$ cat src/rtl/store_narrow_unit.sv
// store_narrow_unit
//
// Write-path narrowing for data-memory/peripheral stores. A store from the
// MEM stage is checked for alignment, converted into a word address,
// lane-replicated write data and a byte-enable mask, and queued in a
// two-entry FIFO. The FIFO head is presented on a req/ack bus. Misaligned
// or reserved-opcode stores are dropped and reported with a one-cycle
// AdES pulse plus the faulting address.
//
// Ports:
//   clk, rst_n        clock, asynchronous active-low reset
//   st_valid/st_ready store handshake from MEM (st_ready = !full)
//   st_op             00 word, 01 half, 10 byte, 11 reserved (error)
//   st_addr, st_data  store byte address and register value
//   bus_req/bus_ack   head-entry handshake toward DM / bridge
//   bus_addr          word address of the head entry
//   bus_wdata, bus_be lane-replicated data and byte enables of the head
//   exc_ades          one-cycle pulse for each rejected store
//   bad_vaddr         address of the most recent rejected store
//   idle              FIFO empty

module store_narrow_unit #(
  parameter int DEPTH = 2
) (
  input  logic        clk,
  input  logic        rst_n,
  input  logic        st_valid,
  output logic        st_ready,
  input  logic [1:0]  st_op,
  input  logic [31:0] st_addr,
  input  logic [31:0] st_data,
  output logic        bus_req,
  output logic [31:0] bus_addr,
  output logic [31:0] bus_wdata,
  output logic [3:0]  bus_be,
  input  logic        bus_ack,
  output logic        exc_ades,
  output logic [31:0] bad_vaddr,
  output logic        idle
);

  localparam int PW = (DEPTH > 1) ? $clog2(DEPTH) : 1;
  localparam int CW = $clog2(DEPTH + 1);

  logic [31:0]   addr_q  [DEPTH];
  logic [31:0]   wdata_q [DEPTH];
  logic [3:0]    be_q    [DEPTH];
  logic [PW-1:0] wr_ptr;
  logic [PW-1:0] rd_ptr;
  logic [CW-1:0] count;

  logic        full;
  logic        empty;
  logic        accept;
  logic        push;
  logic        pop;
  logic        aligned;
  logic [31:0] lane_wdata;
  logic [3:0]  lane_be;

  assign full     = (count == CW'(DEPTH));
  assign empty    = (count == '0);
  assign st_ready = !full;
  assign idle     = empty;
  assign bus_req  = !empty;

  assign accept = st_valid && st_ready;
  assign push   = accept && aligned;
  assign pop    = bus_req && bus_ack;

  // Head entry drives the bus directly; it only changes on a pop (or a
  // push into an empty FIFO), so it holds while the bus stalls.
  assign bus_addr  = addr_q[rd_ptr];
  assign bus_wdata = wdata_q[rd_ptr];
  assign bus_be    = be_q[rd_ptr];

  // Alignment check and lane replication. Replicating the low bytes across
  // the word lets the byte enables alone select the target lane.
  always_comb begin
    aligned    = 1'b0;
    lane_wdata = st_data;
    lane_be    = 4'b0000;
    case (st_op)
      2'b00: begin
        aligned    = (st_addr[1:0] == 2'b00);
        lane_wdata = st_data;
        lane_be    = 4'b1111;
      end
      2'b01: begin
        aligned    = !st_addr[0];
        lane_wdata = {2{st_data[15:0]}};
        lane_be    = st_addr[1] ? 4'b1100 : 4'b0011;
      end
      2'b10: begin
        aligned    = 1'b1;
        lane_wdata = {4{st_data[7:0]}};
        lane_be    = 4'b0001 << st_addr[1:0];
      end
      default: begin
        aligned = 1'b0;
      end
    endcase
  end

  // FIFO storage and pointers. Storage is cleared on reset so the bus
  // outputs read as zero until the first accepted store.
  always_ff @(posedge clk or negedge rst_n) begin
    if (!rst_n) begin
      for (int i = 0; i < DEPTH; i++) begin
        addr_q[i]  <= '0;
        wdata_q[i] <= '0;
        be_q[i]    <= '0;
      end
      wr_ptr <= '0;
      rd_ptr <= '0;
      count  <= '0;
    end else begin
      if (push) begin
        addr_q[wr_ptr]  <= {st_addr[31:2], 2'b00};
        wdata_q[wr_ptr] <= lane_wdata;
        be_q[wr_ptr]    <= lane_be;
        wr_ptr          <= wr_ptr + 1'b1;
      end
      if (pop) begin
        rd_ptr <= rd_ptr + 1'b1;
      end
      case ({push, pop})
        2'b10:   count <= count + 1'b1;
        2'b01:   count <= count - 1'b1;
        default: count <= count;
      endcase
    end
  end

  // Rejected stores: pulse for exactly the cycle after acceptance and
  // capture the faulting byte address on the same edge.
  always_ff @(posedge clk or negedge rst_n) begin
    if (!rst_n) begin
      exc_ades  <= 1'b0;
      bad_vaddr <= '0;
    end else begin
      exc_ades <= accept && !aligned;
      if (accept && !aligned) begin
        bad_vaddr <= st_addr;
      end
    end
  end

endmodule

$ cat config.mk
export PLATFORM = sky130hd
export DESIGN_NAME = store_narrow_unit
export DESIGN_NICKNAME = d
export VERILOG_FILES = /design/src/rtl/store_narrow_unit.sv
export SDC_FILE = /design/constraint.sdc
export NUM_CORES = 1
export LEC_CHECK = 0
export ABC_AREA = 1
export CAP_MARGIN = 0
export CORE_MARGIN = 4
export CORE_UTILIZATION = 45
export DETAILED_ROUTE_END_ITERATION = 8
export GPL_TIMING_DRIVEN = 0
export PLACE_DENSITY_LB_ADDON = 0.08
export SLEW_MARGIN = 0
export SYNTH_ARGS = -nofsm -noshare
export SYNTH_HDL_FRONTEND = slang
export SYNTH_SLANG_ARGS = --single-unit
$ cat constraint.sdc
create_clock -name clk -period 3.1 [get_ports clk]
set_input_delay 0.62 -clock clk [delete_from_list [all_inputs] [get_ports clk]]
set_output_delay 0.62 -clock clk [all_outputs]
set_load 0.05 [all_outputs]
# Word level (Yosys, flattened, before mapping)
# Index checks and enable logic that the tools add are counted.
# Widths: inputs -> output; s select.
totals:
  ramBits: 0
  latch_bits: 0
  word_cells: 60
  out_inout_bits: 104
  regBits: 173
  mem_bits_ro: 0
  n_memories: 0
  inputBits: 70
op_classes:
  add_sub_neg: 4
  n_mux: 21
  n_eq_ne: 5
  n_mul: 0
  div: 0
  bitwise: 2
  n_shift: 1
  magnitude_cmp: 3
  reduce_logical: 13
ops:
  columns: ["cell", "n"]
  rows:
  - ["$mux 32", 7]
  - ["$bwmux 64", 2]
  - ["$pmux 32 s2", 1]
  - ["$demux 32 s1", 1]
  - ["$mux 4", 5]
  - ["$pmux 4 s3", 1]
  - ["$bwmux 8", 1]
  - ["$eq 2x2->1 const B", 3]
  - ["$logic_not 2->1", 3]
  - ["$logic_and 1x1->1", 5]
  - ["$demux 4 s1", 1]
  - ["$eq 2x1->1 const B", 2]
  - ["$ge 2x2->1 const B", 2]
  - ["$logic_not 1->1", 4]
  - ["$not 1->2", 2]
  - ["$pmux 2 s2", 1]
  - ["$shl 1x2->4 const A", 1]
  - ["$pmux 1 s3", 1]
  - ["$add 1x1->1 const B", 2]
  - ["$add 2x1->2 const B", 1]
  - ["$lt 2x1->1 const B", 1]
  - ["$reduce_bool 2->1", 1]
  - ["$sub 2x1->2 const B", 1]

# Depth between registers and ports, before layout
# Gate-level depths: netlist (run 1).
depth:
  ltp_word: 6
  ltp_mapped: 10
  ltp_nobuf: 9

# Least setup slack after synthesis (run 1)
# No wires, ideal clock.
synth_timing:
  kind: "register to register"
  from: "register count[1]"
  to: "register count[1]"
  setup_ns: 0.126
  stages_incl_launch_ff: 9
  t_required_ns: 2.974
  path_buffers: 0
  synth_period_minus_slack_ns: 2.619
  setup_slack_ns: 0.481
  t_arrival_ns: 2.492
  cell_sequence: "dfrtp_1 > nor2_1 > inv_1 > nand2_1 > inv_1 > ha_1 > a21oi_1 > o21ai_0 > xnor2_1"
synth_between:
  elab_cells_between_ends: 13
synth_rtl:
  columns: ["item", "line", "text"]
  rows:
  - ["from (decl)", "50", "logic [CW-1:0] count;"]
  - ["from (signal assigned)", "128", "2'b10: count <= count + 1'b1;"]
  - ["from (signal assigned)", "129", "2'b01: count <= count - 1'b1;"]
  - ["from (signal assigned)", "130", "default: count <= count;"]
  - ["$logic_not 2->1 (*)", "62", "assign empty = (count == '0);"]
  - ["named net idle", "39", "output logic idle"]
  - ["$logic_not 1->1 (*)", "65", "assign bus_req = !empty;"]
  - ["named net bus_req", "32", "output logic bus_req,"]
  - ["$logic_and 1x1->1 (*)", "69", "assign pop = bus_req && bus_ack;"]
  - ["named net pop", "56", "logic pop;"]
  - ["$eq 2x1->1 or $eq 2x2->1 (tied branches)", "127", "case ({push, pop})"]
  - ["$pmux 2 s2 or $reduce_bool 2->1 (tied branches)", null, null]
# The timed path passes the listed nets; every way through them passes the cells marked *.
# A chain may end at the register's enable or synchronous reset.

# Worst setup path in the final report (run 1)
layout_timing:
  from: "register rd_ptr"
  to: "output port bus_wdata[4]"
layout_between:
  elab_chain_len: 4
layout_rtl:
  columns: ["item", "line", "text"]
  rows:
  - ["from (decl)", "49", "logic [PW-1:0] rd_ptr;"]
  - ["from (signal assigned)", "125", "rd_ptr <= rd_ptr + 1'b1;"]
  - ["$not 1->2 (not written as such)", "74", "assign bus_wdata = wdata_q[rd_ptr];"]
  - ["$mux 32 (not written as such) (3 in a row)", "74", null]
  - ["to (decl)", "34", "output logic [31:0] bus_wdata,"]
# Every way passes these cells. The select of a mux whose other input is x is not followed.

==> impl_metrics.json, run 1 <==
{
  "slowest_delay_ns": 0.54,
  "dr.pass1.iters": 5,
  "ys_types": 20,
  "path_cells": "inv_1 > clkbuf_2 > clkbuf_2 > nand2_1 > nand2_1 > dlygate4sd2_1",
  "cts_max_level": 4,
  "multi_input_area_sq_mm": 0.003156,
  "setup_ws_ns": 0.1147,
  "setup_viol": 0,
  "wl_per_cell_microns": 14.78,
  "p_sw_share_pct": 49.50,
  "grt_max_degree": 108,
  "fin_util_pct": 61.66,
  "ys_top_cells_by_area": "dfrtp_1 55%, nand2_1 37%, clkbuf_1 1.2%, buf_4 1.2%, buf_2 1.0%",
  "syn_inst": 1052,
  "critical_path.endpoint_type": "output pin",
  "min_period_ns": 2.985,
  "clock_latency_ns": 0.43,
  "avgSynthCellArea_sq_um": 7.345,
  "overflow": 0,
  "finalNetCount": 1319,
  "rows": 47,
  "gp_congestion": 0.8149,
  "max_cap_viol_count": 0,
  "power.share.clock_pct": 15.4,
  "die_area_sq_mm": 0.01933,
  "vdd_ir_drop_max_uv": 663.4,
  "drc": 0,
  "syn_area_sq_mm": 0.007727,
  "initial_core_util_pct": 46.27,
  "max_freq_ghz": 0.3350,
  "ios": 174,
  "vias_per_cell": 4.762,
  "fill_cells": 1540,
  "final_layout_size_suffix_gt1_share_pct": 5.967,
  "cp_max_fo": 10,
  "drt_iter0_markers": 435,
  "worstMarginPinSlew_ns": 0.9752,
  "p_int_mw": 6.418,
  "critPathArrivalTime_ns": 2.37,
  "synth_edf_count": 0,
  "syn2layout_area_growth_pct": 33.26,
  "grt_pass1_vias": 6709,
  "finClkSkew_ns": 0.007571,
  "min_path_type": "input pin to asynchronous set/reset pin",
  "crit_type": "flip-flop to output pin",
  "grt_usage_pct": 23.11,
  "instances_no_fill": 1477,
  "fin_setup_tns_ns": 0,
  "wl_mm": 21.82,
  "antenna_cells": 0,
  "portBuffers": 171,
  "register_area_sq_mm": 0.004229,
  "yosysMostFrequentCell": "nand2_1",
  "cts_tree": "yes",
  "power.switching_mw": 6.290,
  "cts_setup_buffers": 0,
  "ys_ff_latch": 169,
  "finalHoldViolCount": 0,
  "netlist.area_leader.share_pct": 54.73,
  "whs_ns": 0.1127,
  "pwr-share-seq_pct": 30.2,
  "r2r_end": "count[1]",
  "combPwrFrac_pct": 54.3,
  "synth-main-ff-cell": "dfrtp_1",
  "crit_slowest_cell": "dlygate4sd2_1",
  "cts_buffers": 17,
  "slew_viol_final": 0,
  "cts.clk_slew.worst_paths_ns": 0.06,
  "power_density_mw_per_mm2": 1234,
  "p_leak_nw": 5.836,
  "min_period_over_period_pct": 96.30,
  "slew_headroom_pct": 34.30,
  "ys_async_sr_fraction_pct": 100.0,
  "antenna_found_initial": 0,
  "reg2reg_slack_ns": 1.34,
  "vias": 7033,
  "grt_pass1_wl_mm": 35.96,
  "dp_slack_ns": -0.1413,
  "cts_root_buf": "clkbuf_16",
  "ant_nets": 0,
  "reg2reg_depth": 8,
  "r2r-start": "count[1]",
  "synth_common_cells": "766 x nand2_1, 169 x dfrtp_1, 25 x clkbuf_1",
  "start_kind": "flip-flop",
  "synth_seq_area_share_pct": 54.73,
  "die_h_microns": 139.0,
  "rsz0062_at_grt": "no",
  "numClockSinks": 169,
  "coreArea_sq_mm": 0.01670,
  "die_w_microns": 139.0,
  "synth.yosys.warnings": 0,
  "hpwl_mm": 15.19,
  "status": "finished, final reports clean",
  "dp.cells": 1445,
  "yosysTopAreaCell": "dfrtp_1",
  "required_ns": 2.48,
  "cts_buffer_depth": 2
}
[metal layers]
metal | part of all wire, % | routed length, microns | GRT usage (%)
met2 | 46 | 10030 | 35.36
met5 | 0 | 0 | 0
met1 | 47 | 10180 | 33.51
met4 | 1.7 | 379 | 7.055
met3 | 5.7 | 1235 | 4.586
[power groups by stage]
stage	clock network [mW]	logic, mW	registers (mW)
floorplan	0	4.08	4.45
global placement	0	7.06	3.84
detailed placement	0	7.12	3.86
CTS	1.99	6.97	3.84
global route	2.09	7.42	3.98
finish	1.96	6.91	3.84
[state kept, by name, summed over array words and instances (netlist names)]
register and count:
addr_q 60, bad_vaddr 32, be_q 8, count 2
exc_ades 1, rd_ptr 1, wdata_q 64, wr_ptr 1
[kinds of logic (layout without fill, tap and decap cells)]
| group | Yosys count | in the layout | share of synthesized area (%) |
|---|---|---|---|
| XOR/XNOR | 3 | 3 | 0.3401 |
| buffers and inverters | 75 | 279 | 4.485 |
| adder cells (fa/ha/maj) | 5 | 5 | 0.8096 |
| other | 1 | 2 | 0.04853 |
| flip-flops | 169 | 169 | 54.73 |
| AND/OR/NAND/NOR | 779 | 779 | 38.15 |
| AO/OA/AOI/OAI | 20 | 20 | 1.441 |
[layout make-up]
class / count / share of cell area (%)
Buffer: 55 / 2.782
Clock buffer: 24 / 4.581
Inverter: 20 / 0.7290
Timing Repair Buffer: 172 / 16.89
Clock inverter: 8 / 0.6318
Sequential cell: 169 / 41.07
Tap cell: 220 / 2.673
Multi-Input combinational cell: 809 / 30.64
[layout by cell type (no fill, tap or decap), types with 12 or more instances in the layout]
cell | Yosys | routed
clkbuf_16 | 0 | 17
buf_2 | 16 | 17
clkbuf_1 | 25 | 19
nand2_1 | 766 | 766
dfrtp_1 | 169 | 169
inv_1 | 19 | 19
dlygate4sd2_1 | 0 | 26
clkdlybuf4s50_1 | 0 | 129
buf_4 | 12 | 12
o21ai_0 | 12 | 12
[metrics by stage]
| step | power, mW | cell area, sq um |
|---|---|---|
| after floorplan | 8.522 | 7731 |
| after global placement | 10.90 | 9718 |
| after detailed placement | 10.98 | 9751 |
| after CTS | 12.80 | 10260 |
| after global routing | 13.48 | 10300 |
| final | 12.71 | 10300 |
[how the worst max path moves through the flow]
stage / to / slack, ns / from
floorplan: count[1] / 0.48 / count[1]
global route: bus_be[1] / 0.0001 / rd_ptr
global placement: bad_vaddr[7] / -5.83 / rst_n
CTS: bus_addr[5] / 0.02 / rd_ptr
detailed placement: bus_wdata[12] / -0.14 / rd_ptr
finish: bus_wdata[4] / 0.11 / rd_ptr
[worst max-delay path: cells and delay by family (launching register included)]
family	cells	cell delay, ns
flops	1	0.41
buf+inv	4	1.34
simple gates	2	0.19
[repair_timing]
item / 4_1_cts / 5_1_grt
hold endpoints to repair: 0 / 0
hold buffers: 0 / 0
cloned: 0 / 0
pin swaps: 0 / 0
gates resized for setup: 38 / 23
endpoints found under the setup margin: 47 / 34
(Power assumes the default switching activity.)
==> run 2, diff against run 1 <==
--- a/config.mk
+++ b/config.mk
@@ -6,7 +6,7 @@
 export NUM_CORES = 1
 export LEC_CHECK = 0
 export ABC_AREA = 1
-export CAP_MARGIN = 0
+export CAP_MARGIN = 40
 export CORE_MARGIN = 4
 export CORE_UTILIZATION = 45
 export DETAILED_ROUTE_END_ITERATION = 8
==> constraint.sdc (replaced) <==
create_clock -name clk -period 2.7 [get_ports clk]
set_input_delay 0.54 -clock clk [delete_from_list [all_inputs] [get_ports clk]]
set_output_delay 0.54 -clock clk [all_outputs]
set_load 0.05 [all_outputs]
==> impl_metrics.json, run 2 (synthesis results as in run 1) <==
{
  "critical_path.endpoint_type": "output pin",
  "antenna_found_initial": 1,
  "crit_type": "flip-flop to output pin",
  "initial_core_util_pct": 46.27,
  "cts_setup_buffers": 0,
  "coreArea_sq_mm": 0.01670,
  "grt_pass1_wl_mm": 35.48,
  "pwr-share-seq_pct": 30.7,
  "min_path_type": "input pin to asynchronous set/reset pin",
  "whs_ns": 0.04065,
  "min_period_over_period_pct": 96.82,
  "gp_congestion": 0.8149,
  "setup_ws_ns": 0.08590,
  "vdd_ir_drop_max_uv": 724.8,
  "start_kind": "flip-flop",
  "worstMarginPinSlew_ns": 0.6075,
  "finalNetCount": 1320,
  "die_h_microns": 139.0,
  "wl_per_cell_microns": 14.70,
  "die_w_microns": 139.0,
  "cts.clk_slew.worst_paths_ns": 0.06,
  "drc": 0,
  "grt_usage_pct": 22.86,
  "slew_viol_final": 0,
  "drt_iter0_markers": 447,
  "power.share.clock_pct": 15.6,
  "top_register": "wdata_q",
  "register_area_sq_mm": 0.004229,
  "power.switching_mw": 7.215,
  "max_freq_ghz": 0.3825,
  "grt_max_degree": 108,
  "ant_nets": 0,
  "cts_buffer_depth": 2,
  "power_density_mw_per_mm2": 1407,
  "cts_max_level": 4,
  "dr.pass1.iters": 5,
  "layout_commonest_cell": "nand2_1",
  "grt_pass1_vias": 6648,
  "required_ns": 2.16,
  "multi_input_area_sq_mm": 0.003156,
  "min_period_ns": 2.614,
  "numClockSinks": 169,
  "max_cap_viol_count": 0,
  "fill_cells": 1566,
  "finClkSkew_ns": 0.007992,
  "setup_viol": 0,
  "overflow": 0,
  "cts_root_buf": "clkbuf_16",
  "p_int_mw": 7.168,
  "combPwrFrac_pct": 53.7,
  "dp_slack_ns": -0.4442,
  "rows": 47,
  "final_layout_size_suffix_gt1_share_pct": 9.459,
  "p_leak_nw": 5.716,
  "vias_per_cell": 4.767,
  "cts_tree": "yes",
  "slew_headroom_pct": 59.50,
  "cp_max_fo": 10,
  "critPathArrivalTime_ns": 2.07,
  "top_regs": "wdata_q: 64 flops, addr_q: 60 flops, bad_vaddr: 32 flops",
  "hpwl_mm": 15.18,
  "final_cell_mix": "766 x nand2_1, 169 x dfrtp_1, 104 x clkdlybuf4s50_1, 26 x buf_2, 25 x dlygate4sd2_1",
  "rsz0062_at_grt": "no",
  "vias": 7050,
  "cts_buffers": 17,
  "clock_latency_ns": 0.43,
  "finalHoldViolCount": 0,
  "syn2layout_area_growth_pct": 32.29,
  "portBuffers": 171,
  "p_sw_share_pct": 50.17,
  "ios": 174,
  "status": "finished, final reports clean",
  "wl_mm": 21.75,
  "largest_register_ffs": 64,
  "finalPower_mw": 14.38,
  "die_area_sq_mm": 0.01933
}
[run 2: cell types whose count changed in the layout (fill, tap and decap cells not counted), sizes merged]
cell | previous run | this run
buf | 32 | 41
clkbuf | 49 | 60
clkdlybuf4s15 | 4 | 21
clkdlybuf4s18 | 0 | 1
clkdlybuf4s50 | 129 | 104
diode | 0 | 1
dlygate4sd2 | 26 | 25
dlymetal6s2s | 11 | 0
[run 2: per-stage QoR]
step / std cells / cell area (sq um) / utilization (%) / setup TNS [ns]
finish: 1479 / 10220 / 61.21 / 0
global placement: 1444 / 9718 / 58.19 / -1054.60
floorplan: 1053 / 7731 / - / 0
global route: 1479 / 10220 / 61.21 / 0
detailed placement: 1446 / 9756 / 58.41 / -18.45
CTS: 1478 / 10310 / 61.71 / 0
[run 2: routing by layer]
| layer | vias up | wire length, microns | global-route usage (%) |
|---|---|---|---|
| li1 | 3536 | - | - |
| met1 | 3287 | 10400 | 33.19 |
| met2 | 204 | 9830 | 35.05 |
| met3 | 23 | 1144 | 4.172 |
| met4 | 0 | 371 | 7.261 |
| met5 | - | 0 | 0 |
[run 2: area by class of cell]
type / count / area share [%]
plain buffers: 55 / 2.925
clock buffers: 24 / 4.614
diodes: 1 / 0.02448
clock inverters: 8 / 0.6365
repair buffers: 173 / 16.13
multi-input cells: 809 / 30.87
flip-flops and latches: 169 / 41.37
inverters: 20 / 0.7344
well taps: 220 / 2.693
[run 2: worst paths after layout]
check	startpoint	to	slack (ns)	cells past startpoint
min in group clk	addr_q[37]	addr_q[37]	0.48	2
worst min-delay path	rst_n	addr_q[28]	0.04	1
worst min register to register	addr_q[37]	addr_q[37]	0.48	2
worst max-delay path	rd_ptr	bus_be[2]	0.09	6
worst max register to register	count[1]	count[1]	0.94	8
max in group asynchronous	rst_n	addr_q[42]	1.75	2
[run 2: power by group through the flow]
stage | Sequential, mW | Clock [mW] | Combinational [mW]
after global placement | 4.41 | 0 | 8.11
after global routing | 4.56 | 2.40 | 8.31
after CTS | 4.40 | 2.27 | 7.87
final | 4.41 | 2.25 | 7.73
after detailed placement | 4.43 | 0 | 8.17
after floorplan | 5.10 | 0 | 4.68
[run 2: what timing repair did]
item | 4_1_cts | 5_1_grt
pin swaps | 0 | 0
endpoints found under the hold margin | 0 | 0
hold buffers | 0 | 0
gates resized for setup | 142 | 44
setup endpoints to repair | 66 | 41
[run 2: worst max-delay path, stage by stage (launching register included)]
cell and delay, ns:
dfrtp_1 0.41, inv_1 0.16, clkbuf_4 0.28, clkbuf_4 0.26
nand2_1 0.07, nand2_1 0.10, clkdlybuf4s15_2 0.38
